`src/rtl/keypad_scan_decode.sv`:
```
// keypad_scan_decode
//   Drives a 4x4 keypad one row at a time and decodes debounced presses into
//   key codes.  Digit keys are collected into a three-digit BCD entry buffer:
//   '*' clears the buffer and '#' commits it to num_value.
//
// Ports
//   clk          system clock, rising edge
//   n_reset      asynchronous active-low reset
//   db_pulse     debounced press level; high for the hold window of a press
//   col_latched  column captured by the debouncer, active-high, bit0 = leftmost
//   row_out      row drive, one-hot active-low, bit0 = top row
//   key_valid    one-cycle strobe, key_code valid
//   key_code     decoded key (0-9, A-D, '*'=E, '#'=F), held until next key
//   digits       BCD entry buffer, digits[11:8] oldest
//   num_valid    one-cycle strobe when '#' commits the buffer
//   num_value    committed BCD value, held until next commit
//   err          one-cycle strobe on bad column pattern or buffer overflow
//
// state   | meaning
// SCAN    | divider runs, rows step; waiting for a press edge
// CAPTURE | decode the frozen row with the latched column
// EMIT    | key_valid / num_valid / err strobes are visible
// HOLD    | row frozen until db_pulse drops
module keypad_scan_decode #(
  parameter int unsigned SCAN_DIV = 27_000
) (
  input  logic        clk,
  input  logic        n_reset,
  input  logic        db_pulse,
  input  logic [3:0]  col_latched,
  output logic [3:0]  row_out,
  output logic        key_valid,
  output logic [3:0]  key_code,
  output logic [11:0] digits,
  output logic        num_valid,
  output logic [11:0] num_value,
  output logic        err
);

  localparam logic [19:0] DIV_LAST = 20'(SCAN_DIV - 1);

  localparam logic [3:0] CODE_STAR = 4'hE;
  localparam logic [3:0] CODE_HASH = 4'hF;

  typedef enum logic [1:0] {SCAN, CAPTURE, EMIT, HOLD} state_t;

  state_t      state, state_nxt;
  logic [19:0] div_cnt;
  logic [1:0]  row_idx;
  logic [1:0]  dig_count;
  logic        db_q;
  logic        db_rise;

  logic        col_onehot;
  logic [1:0]  col_idx;
  logic [3:0]  code_dec;

  assign db_rise = db_pulse & ~db_q;
  assign row_out = ~(4'b0001 << row_idx);

  always_comb begin
    col_onehot = 1'b1;
    col_idx    = 2'd0;
    case (col_latched)
      4'b0001: col_idx = 2'd0;
      4'b0010: col_idx = 2'd1;
      4'b0100: col_idx = 2'd2;
      4'b1000: col_idx = 2'd3;
      default: col_onehot = 1'b0;
    endcase
  end

  always_comb begin
    code_dec = 4'h0;
    case ({row_idx, col_idx})
      4'b00_00: code_dec = 4'h1;
      4'b00_01: code_dec = 4'h2;
      4'b00_10: code_dec = 4'h3;
      4'b00_11: code_dec = 4'hA;
      4'b01_00: code_dec = 4'h4;
      4'b01_01: code_dec = 4'h5;
      4'b01_10: code_dec = 4'h6;
      4'b01_11: code_dec = 4'hB;
      4'b10_00: code_dec = 4'h7;
      4'b10_01: code_dec = 4'h8;
      4'b10_10: code_dec = 4'h9;
      4'b10_11: code_dec = 4'hC;
      4'b11_00: code_dec = CODE_STAR;
      4'b11_01: code_dec = 4'h0;
      4'b11_10: code_dec = CODE_HASH;
      4'b11_11: code_dec = 4'hD;
      default:  code_dec = 4'h0;
    endcase
  end

  always_ff @(posedge clk or negedge n_reset) begin
    if (!n_reset) state <= SCAN;
    else          state <= state_nxt;
  end

  always_comb begin
    state_nxt = state;
    case (state)
      SCAN:    if (db_rise) state_nxt = CAPTURE;
      CAPTURE: state_nxt = col_onehot ? EMIT : HOLD;
      EMIT:    state_nxt = HOLD;
      HOLD:    if (!db_pulse) state_nxt = SCAN;
      default: state_nxt = SCAN;
    endcase
  end

  // Reset db_q high so a press level already present at reset release is
  // not mistaken for a new edge.
  always_ff @(posedge clk or negedge n_reset) begin
    if (!n_reset) db_q <= 1'b1;
    else          db_q <= db_pulse;
  end

  // The divider only runs in SCAN and not on the edge that starts a capture,
  // so the decoded row is the one that was being driven when the press came.
  always_ff @(posedge clk or negedge n_reset) begin
    if (!n_reset) begin
      div_cnt <= '0;
      row_idx <= 2'd0;
    end else if (state == SCAN && !db_rise) begin
      if (div_cnt == DIV_LAST) begin
        div_cnt <= '0;
        row_idx <= row_idx + 2'd1;
      end else begin
        div_cnt <= div_cnt + 20'd1;
      end
    end
  end

  // All key actions are registered on the CAPTURE edge, so strobes and the
  // updated buffer are visible during the following cycle.
  always_ff @(posedge clk or negedge n_reset) begin
    if (!n_reset) begin
      key_valid <= 1'b0;
      key_code  <= 4'h0;
      digits    <= 12'h000;
      dig_count <= 2'd0;
      num_valid <= 1'b0;
      num_value <= 12'h000;
      err       <= 1'b0;
    end else begin
      key_valid <= 1'b0;
      num_valid <= 1'b0;
      err       <= 1'b0;
      if (state == CAPTURE) begin
        if (col_onehot) begin
          key_valid <= 1'b1;
          key_code  <= code_dec;
          if (code_dec <= 4'h9) begin
            if (dig_count < 2'd3) begin
              digits    <= {digits[7:0], code_dec};
              dig_count <= dig_count + 2'd1;
            end else begin
              err <= 1'b1;
            end
          end else if (code_dec == CODE_STAR) begin
            digits    <= 12'h000;
            dig_count <= 2'd0;
          end else if (code_dec == CODE_HASH) begin
            num_value <= digits;
            num_valid <= 1'b1;
            digits    <= 12'h000;
            dig_count <= 2'd0;
          end
        end else begin
          err <= 1'b1;
        end
      end
    end
  end

endmodule

```
`config.mk`:
```
export PLATFORM = sky130hd
export DESIGN_NAME = keypad_scan_decode
export DESIGN_NICKNAME = d
export VERILOG_FILES = /design/src/rtl/keypad_scan_decode.sv
export SDC_FILE = /design/constraint.sdc
export NUM_CORES = 1
export LEC_CHECK = 0
export BUFFER_PORTS_ARGS = -buffer_cell sky130_fd_sc_hd__buf_2
export CORE_AREA = 2 2 113 115
export DETAILED_ROUTE_END_ITERATION = 10
export DIE_AREA = 0 0 115 117
export SLEW_MARGIN = 20
export SYNTH_ARGS = -nofsm -noshare
export SYNTH_HDL_FRONTEND = slang
export SYNTH_SLANG_ARGS = --single-unit
```
`constraint.sdc`:
```
create_clock -name clk -period 2.5 [get_ports clk]
set_input_delay 0.125 -clock clk [delete_from_list [all_inputs] [get_ports clk]]
set_output_delay 0.125 -clock clk [all_outputs]
set_load 0.01 [all_outputs]
```
# Word-level counts from Yosys, hierarchy flattened
# Memory sizes are Yosys's and may differ from the RTL's.
# Index checks and enable logic that the tools add are counted.
# classes
n_addsub	3
order_cmp	2
n_eq_ne	13
shifts	1
muxes	26
bitwise	5
n_reduce_logical	10
# ops
operator	count
$mux W12	4
$add A20 B1 Y20 const B	1
$eq A20 B15 Y1 const B	1
$mux W20	1
$mux W1	13
$eq A4 B4 Y1 const B	3
$mux W2	6
$pmux W2 S4	1
$pmux W2 S3	1
$reduce_and A2 Y1	3
$reduce_and A5 Y1	1
$add A2 B1 Y2 const B	2
$eq A2 B2 Y1 const B	2
$eq A4 B1 Y1 const B	1
$eq A4 B2 Y1 const B	1
$eq A4 B3 Y1 const B	1
$le A4 B4 Y1 const B	1
$ne A2 B2 Y1 const B	2
$not A4 Y4	1
$reduce_and A4 Y1	1
$reduce_or A4 Y1	1
$shl A1 B2 Y4 const A	1
$not A1 Y1	3
$reduce_bool A3 Y1	1
7 further kinds	7
# word_totals
register_bits	58
mem_bits_ro	64
in_bits	7
out_inout_bits	35
wordCells	72
mem_count	1
# memory_table
name	words	word_bits	read_ports	rd_ports_with_merged_regs	write_ports	line_no	rtl
(name not given)	16	4	1	0	0	75	case ({row_idx, col_idx})

# Logic depth before layout (Yosys ltp)
# Gate-level depths: netlist of run 1.
# An unclocked memory read counts as a cell.
# logic_depth
ltp_word	9
depth_mapped	11
depth_no_buf	9

# Least setup slack after synthesis of run 1
# OpenSTA, ideal clock, no wires.
# synth_path
kind	input-to-reg
start	in col_latched[3]
end	reg num_value[10]
setup_time_ps	125
arrival_ps	2516
required_ps	2375
path_slack_ps	-141
stages	11
path_cell_list	clkbuf_2 xnor2_1 nor3_2 inv_1 ha_1 mux2_1 o22ai_2 o211a_4 o211ai_4 buf_6 mux2_4
# synth_between
elab_chain_len	6
# synth_rtl
element	line_no	rtl
start: declaration	30	input logic [3:0] col_latched,
$eq A4 B4 Y1 (tied with other cells)	64	case (col_latched)
$pmux W2 S3	64	
$mem_v2 Z16 W4	-	
$le A4 B4 Y1 or $eq A4 B4 Y1 (tied branches)	154, 161	
$not A1 Y1 (no line)	-	
$reduce_and A5 Y1 (no line) *	-	
end signal: assignment	165	num_value <= digits;
end: declaration	36	output logic [11:0] num_value,
# Every way passes the cells marked *; elsewhere a longest branch is shown, timed or not.
# A chain may end at the register's enable or synchronous reset.

# Worst setup path after layout of run 1
# layout_path
start	reg row_idx[1]
end	reg num_value[9]
# layout_between
elab_chain_len	4
# layout_rtl
element	line_no	rtl
start: declaration	49	logic [1:0] row_idx;
start signal: assignment	128	row_idx <= row_idx + 2'd1;
$mem_v2 Z16 W4 *	-	
$le A4 B4 Y1 or $eq A4 B4 Y1 (tied branches)	154, 161	
$not A1 Y1 (no line)	-	
$reduce_and A5 Y1 (no line) *	-	
# Marks and branches as above.

==> results.sh, run 1 <==
export IMPL_status="completed"
export IMPL_synth_top_area_share_pct=47.6
export IMPL_crit_fanout=13
export IMPL_power_total_mw=3.21
export IMPL_drc=0
export IMPL_worstPathRequired_ps=2710
export IMPL_cp_end_kind="flop"
export IMPL_synth_distinct_cells=56
export IMPL_yosysTopAreaCell="dfrtp_1"
export IMPL_cts_max_path_buffers=2
export IMPL_setup_viol=0
export IMPL_cap_violations=0
export IMPL_ant_nets=0
export IMPL_worst_pin_slew_ps=725
export IMPL_crit_type="flop to flop"
export IMPL_dp_hpwl_um=4370
export IMPL_wl_met2_um=2660
export IMPL_cts_tree="done"
export IMPL_synth_async_reset_ratio_pct=100
export IMPL_slew_violations=0
export IMPL_grt_usage_pct=9.86
export IMPL_synth_main_ff_cell="dfrtp_1"
export IMPL_grt_first_pass_wirelength_um=10400
export IMPL_std_cell_rows=41
export IMPL_cts_sinks=58
export IMPL_antenna_found_initial=0
export IMPL_grt_ovfl_total=0
export IMPL_clockRootBuffer="clkbuf_16"
export IMPL_avgRoutedWirePerCell_um=12.9
export IMPL_synth_area_sq_mm=0.00300
export IMPL_core_area_sq_mm=0.0123
export IMPL_final_hold_viol_count=0
export IMPL_rsz0062_at_grt="no"
export IMPL_peakVddDrop_v=0.000362
export IMPL_worstSetupStartpointType="flop"
export IMPL_dieArea_sq_mm=0.0135
export IMPL_fill_cells=1259
export IMPL_fp_dieW_um=115
export IMPL_place_congestion=0.771
export IMPL_avgSynthCellArea_sq_um=11.5
export IMPL_fmax_ghz=0.454
export IMPL_fp_dieH_um=117
export IMPL_portBuffers=41
export IMPL_power_density_mw_per_mm2=848
export IMPL_wl_um=6140
export IMPL_fin_tns_setup_ps=0
export IMPL_seq_area_frac_synth_pct=48.5
export IMPL_top_layer="met4"
export IMPL_arrival_ps=2410
export IMPL_syn_num_nets=284
export IMPL_maxSlewHeadroom_pct=51.7
export IMPL_area_growth_pct=26.5
export IMPL_synth_warnings=0
export IMPL_synth_edf_count=0
export IMPL_cts_buffers=9
export IMPL_wl_met1_um=3080
export IMPL_fin_nets=345
export IMPL_hp_class="primary input to flop"
export IMPL_start_util_pct=24.3
export IMPL_ctsHtreeMaxLevel=3
export IMPL_fin_worst_skew_ps=6.89
export IMPL_drt_first_pass_iters=4
export IMPL_clock_latency_ps=330
export IMPL_fin_crit_ps=2200
export IMPL_met3WireLength_um=337
export IMPL_grt_pass1_vias=2085
export IMPL_grt_max_degree=59
export IMPL_yosysMostFrequentCell="dfrtp_1"
export IMPL_fin_crit_sh_pct=88.2
export IMPL_clk_pin_slew_worst_paths_ps=50
export IMPL_synth_commonest_cells="57 x dfrtp_1, 18 x nand2_1, 16 x ha_1, 16 x nor2_1"
export IMPL_synth_area_top_cells="dfrtp_1 48%, ha_1 6.7%, mux2_4 4.5%, xnor2_1 4.1%, a22o_1 2.6%"
export IMPL_ioPinCount=42
export IMPL_vias=2137
export IMPL_leakage_nw=1.87
export IMPL_cts_resized=0
export IMPL_synthCells=261
export IMPL_ys_seq_elements=58
export IMPL_drive_above_1_share_pct=30.9
export IMPL_drt_first_iter_violations=109
export IMPL_diodes=0
export IMPL_viasPerCell=4.48
==> cell usage in the layout, fill, tap and decap left out, drive strengths merged, types with 2 or more instances in the layout <==
cell type / instances
nor4b: 5
or4b: 2
nand2b: 3
xnor2: 14
nand4: 3
clkinv: 4
mux2: 15
and2: 2
ha: 16
nand2: 18
a22o: 9
nand3: 8
nor3: 3
xor2: 5
dfrtp: 57
o22a: 2
a31oi: 2
nor2b: 3
and3: 7
a21oi: 11
o21ai: 11
a211o: 2
o22ai: 2
inv: 15
buf: 57
nor2: 17
or4: 2
dlygate4sd3: 2
nor3b: 2
clkbuf: 11
o31ai: 2
==> kinds of logic (layout without fill, tap and decap cells) <==
logic type / after synthesis / after routing / share of synthesized area, %
simple gates: 78 / 78 / 14.5
flops: 58 / 58 / 48.5
compound gates: 50 / 50 / 13.8
buf+inv: 24 / 90 / 3.93
xor+xnor: 19 / 19 / 5.56
fa+ha+maj: 16 / 16 / 6.68
mux: 16 / 16 / 7.10
==> worst max-delay path: stages (launching register included) <==
cell	delay, ps
dfrtp_1	440
or4b_4	580
o32ai_4	220
o211a_4	260
o211ai_4	210
mux2_4	370
==> final cells by class <==
type | instances | area (sq um) | share of cell area, %
Timing Repair Buffer | 59 | 345 | 9.11
Sequential cell | 58 | 1450 | 38.3
Clock buffer | 11 | 243 | 6.40
Tap cell | 150 | 188 | 4.95
Clock inverter | 5 | 53.8 | 1.42
Multi-Input combinational cell | 179 | 1450 | 38.3
Inverter | 15 | 56.3 | 1.49
==> stage by stage <==
stage	std cells	hold slack, ps	setup WS [ps]	area, sq um	util [%]
final	477	395	295	3790	30.8
after global routing	477	452	191	3790	30.8
after CTS	477	377	293	3790	30.8
after detailed placement	459	262	78.2	3470	28.2
after global placement	459	266	139	3470	28.2
after floorplan	261	-171	2.23	3020	-
==> state kept, by name, summed over array words and instances (netlist names), 2 cells and up <==
register	flops
state	2
digits	12
row_idx	2
key_code	4
dig_count	2
div_cnt	20
num_value	12
==> what timing repair did <==
action | CTS | global route
buffers inserted | 0 | 0
endpoints found under the setup margin | 0 | 0
hold endpoints to repair | 58 | 0
hold buffers | 2 | 0
==> metal layers <==
layer,track usage (%),up-vias
met3,3.81,8
met2,14.3,56
met4,3.61,0
met5,0,-
met1,13.4,1026
li1,-,1047
==> worst paths after layout <==
path / from / to / slack, ps / cells past startpoint
worst min-delay path: col_latched[0] / digits[0]$_DFFE_PN0P_ / 390 / 4
max in group asynchronous: n_reset / state[1]$_DFFE_PN0P_ / 1540 / 3
min in group asynchronous: n_reset / num_value[7]$_DFFE_PN0P_ / 470 / 3
worst max-delay path: row_idx[1]$_DFFE_PN0P_ / num_value[9]$_DFFE_PN0P_ / 300 / 5
worst min register to register: div_cnt[19]$_DFFE_PN0P_ / div_cnt[19]$_DFFE_PN0P_ / 470 / 1
worst max register to register: row_idx[1]$_DFFE_PN0P_ / num_value[9]$_DFFE_PN0P_ / 300 / 5
==> power by group <==
group          switching [mW]  leakage, nW  total (mW)  internal, mW
registers               0.171        0.766        1.29          1.12
clock network           0.423        0.149        1.22         0.793
logic                   0.380        0.959       0.705         0.325
Power figures use the tool's default switching activity.
==> run 2, diff against run 1 <==
- PLACE_DENSITY_LB_ADDON: not set -> 0.3
==> results.sh, run 2 (same netlist as run 1, synthesis figures left out) <==
export IMPL_power_total_mw=3.34
export IMPL_fin_tns_setup_ps=0
export IMPL_final_common_cell="dfrtp_1"
export IMPL_dieArea_sq_mm=0.0135
export IMPL_power_density_mw_per_mm2=871
export IMPL_std_cell_rows=41
export IMPL_multi_input_area_sq_mm=0.00145
export IMPL_grt_ovfl_total=0
export IMPL_clk_pin_slew_worst_paths_ps=50
export IMPL_crit_type="flop to flop"
export IMPL_dp_hpwl_um=4610
export IMPL_crit_slowest_cell="dfrtp_1"
export IMPL_worst_pin_slew_ps=586
export IMPL_largest_reg_flops=20
export IMPL_ioPinCount=42
export IMPL_peakVddDrop_v=0.000339
export IMPL_start_util_pct=24.3
export IMPL_drive_above_1_share_pct=31.3
export IMPL_place_congestion=0.744
export IMPL_hp_class="primary input to asynchronous set/reset pin"
export IMPL_met3_usage_pct=2.63
export IMPL_worstPathRequired_ps=2700
export IMPL_area_growth_pct=28.2
export IMPL_drc=0
export IMPL_portBuffers=41
export IMPL_ant_nets=0
export IMPL_grt_busiest_layer="met2"
export IMPL_clockRootBuffer="clkbuf_16"
export IMPL_avgRoutedWirePerCell_um=13.0
export IMPL_fill_cells=1274
export IMPL_top_regs="div_cnt (20), digits (12), num_value (12)"
export IMPL_worstSetupStartpointType="flop"
export IMPL_cp_end_kind="flop"
export IMPL_grt_max_degree=23
export IMPL_fin_util_pct=31.2
export IMPL_cts_tree="done"
export IMPL_leakage_nw=1.90
export IMPL_vias=2151
export IMPL_cap_violations=0
export IMPL_grt_use_met1_pct=14.3
export IMPL_critPathMaxStageDelay_ps=480
export IMPL_fin_worst_skew_ps=6.42
export IMPL_holdWs_ps=295
export IMPL_dpl_instance_area_sq_mm=0.00349
export IMPL_fp_dieH_um=117
export IMPL_grt_util_met2_pct=15.5
export IMPL_grt_first_pass_wirelength_um=10900
export IMPL_diodes=0
export IMPL_wl_um=6240
export IMPL_viasPerCell=4.49
export IMPL_arrival_ps=2420
export IMPL_ctsHtreeMaxLevel=3
export IMPL_crit_fanout=13
export IMPL_post_cts_buffers=0
export IMPL_fmax_ghz=0.451
export IMPL_cts_max_path_buffers=2
export IMPL_cts_sinks=58
export IMPL_clock_latency_ps=320
export IMPL_core_area_sq_mm=0.0123
export IMPL_grt_pass1_vias=2166
export IMPL_fin_crit_ps=2220
export IMPL_path_cells="or3b_1, a211o_1, a21oi_2, o211ai_4, mux2_4"
export IMPL_largest_register="div_cnt"
export IMPL_fin_crit_sh_pct=88.8
export IMPL_drt_first_iter_violations=132
export IMPL_cts_buffers=9
export IMPL_seqCellArea_sq_mm=0.00145
export IMPL_status="completed"
export IMPL_slew_violations=0
export IMPL_mostFrequentLayoutCells="57 x dfrtp_1, 41 x buf_2, 18 x nand2_1, 18 x buf_4"
export IMPL_rsz0062_at_grt="no"
export IMPL_fp_dieW_um=115
export IMPL_setup_viol=0
export IMPL_antenna_found_initial=0
export IMPL_fin_nets=347
export IMPL_grt_usage_pct=10.3
export IMPL_drt_first_pass_iters=4
export IMPL_final_hold_viol_count=0
export IMPL_fin_area_sq_mm=0.00384
export IMPL_maxSlewHeadroom_pct=60.8
[run 2: cell count changes in the layout (fill, tap and decap cells not counted), sizes merged]
cell,delta
buf,+2
bufinv,+1
clkbuf,+1
clkinv,-2
[run 2: critical path: cells and delay by family, from the launching register on]
| family | cells | cell delay (ps) |
|---|---|---|
| DFF | 1 | 480 |
| AOI/OAI and AO/OA | 3 | 840 |
| muxes | 1 | 360 |
| and+or+nand+nor | 1 | 410 |
[run 2: cell type report]
type	instances	area share, %
inverter	15	1.47
tap	150	4.89
sequential	58	37.8
multi-input combinational	179	37.8
clock buffer	12	6.68
timing repair buffer	61	9.39
clock inverter	4	1.92
[run 2: final timing paths]
check	startpoint	end	slack (ps)	depth (start not counted)
setup / recovery	row_idx[1]$_DFFE_PN0P_	num_value[6]$_DFFE_PN0P_	280	5
hold / removal	n_reset	key_code[2]$_DFFE_PN0P_	300	2
setup reg to reg	row_idx[1]$_DFFE_PN0P_	num_value[6]$_DFFE_PN0P_	280	5
hold reg to reg	key_code[2]$_DFFE_PN0P_	key_code[2]$_DFFE_PN0P_	470	2
max in group asynchronous	n_reset	db_q$_DFF_PN1_	1530	3
min in group clk	col_latched[0]	digits[0]$_DFFE_PN0P_	390	4
[run 2: routing by layer]
metal  vias up  wire length [um]
li1       1052                 -
met1      1034              3130
met2        55              2770
met3        10               240
met4         0                97
met5         -                 0
[run 2: timing repair]
item,in CTS,in global routing
hold endpoints to repair,20,0
hold buffers,2,0
gates resized for setup,0,0
[run 2: metrics by stage]
stage / instances / setup slack [ps]
floorplan: 261 / 2.23
global placement: 461 / 117
detailed placement: 461 / 54.9
CTS: 479 / 262
global route: 479 / 135
finish: 479 / 281
[run 2: power breakdown]
part           internal (mW)  switching [mW]  total (mW)
sequential              1.12           0.169        1.29
combinational          0.327           0.385       0.712
clock                  0.926           0.415        1.34
total                   2.37           0.969        3.34
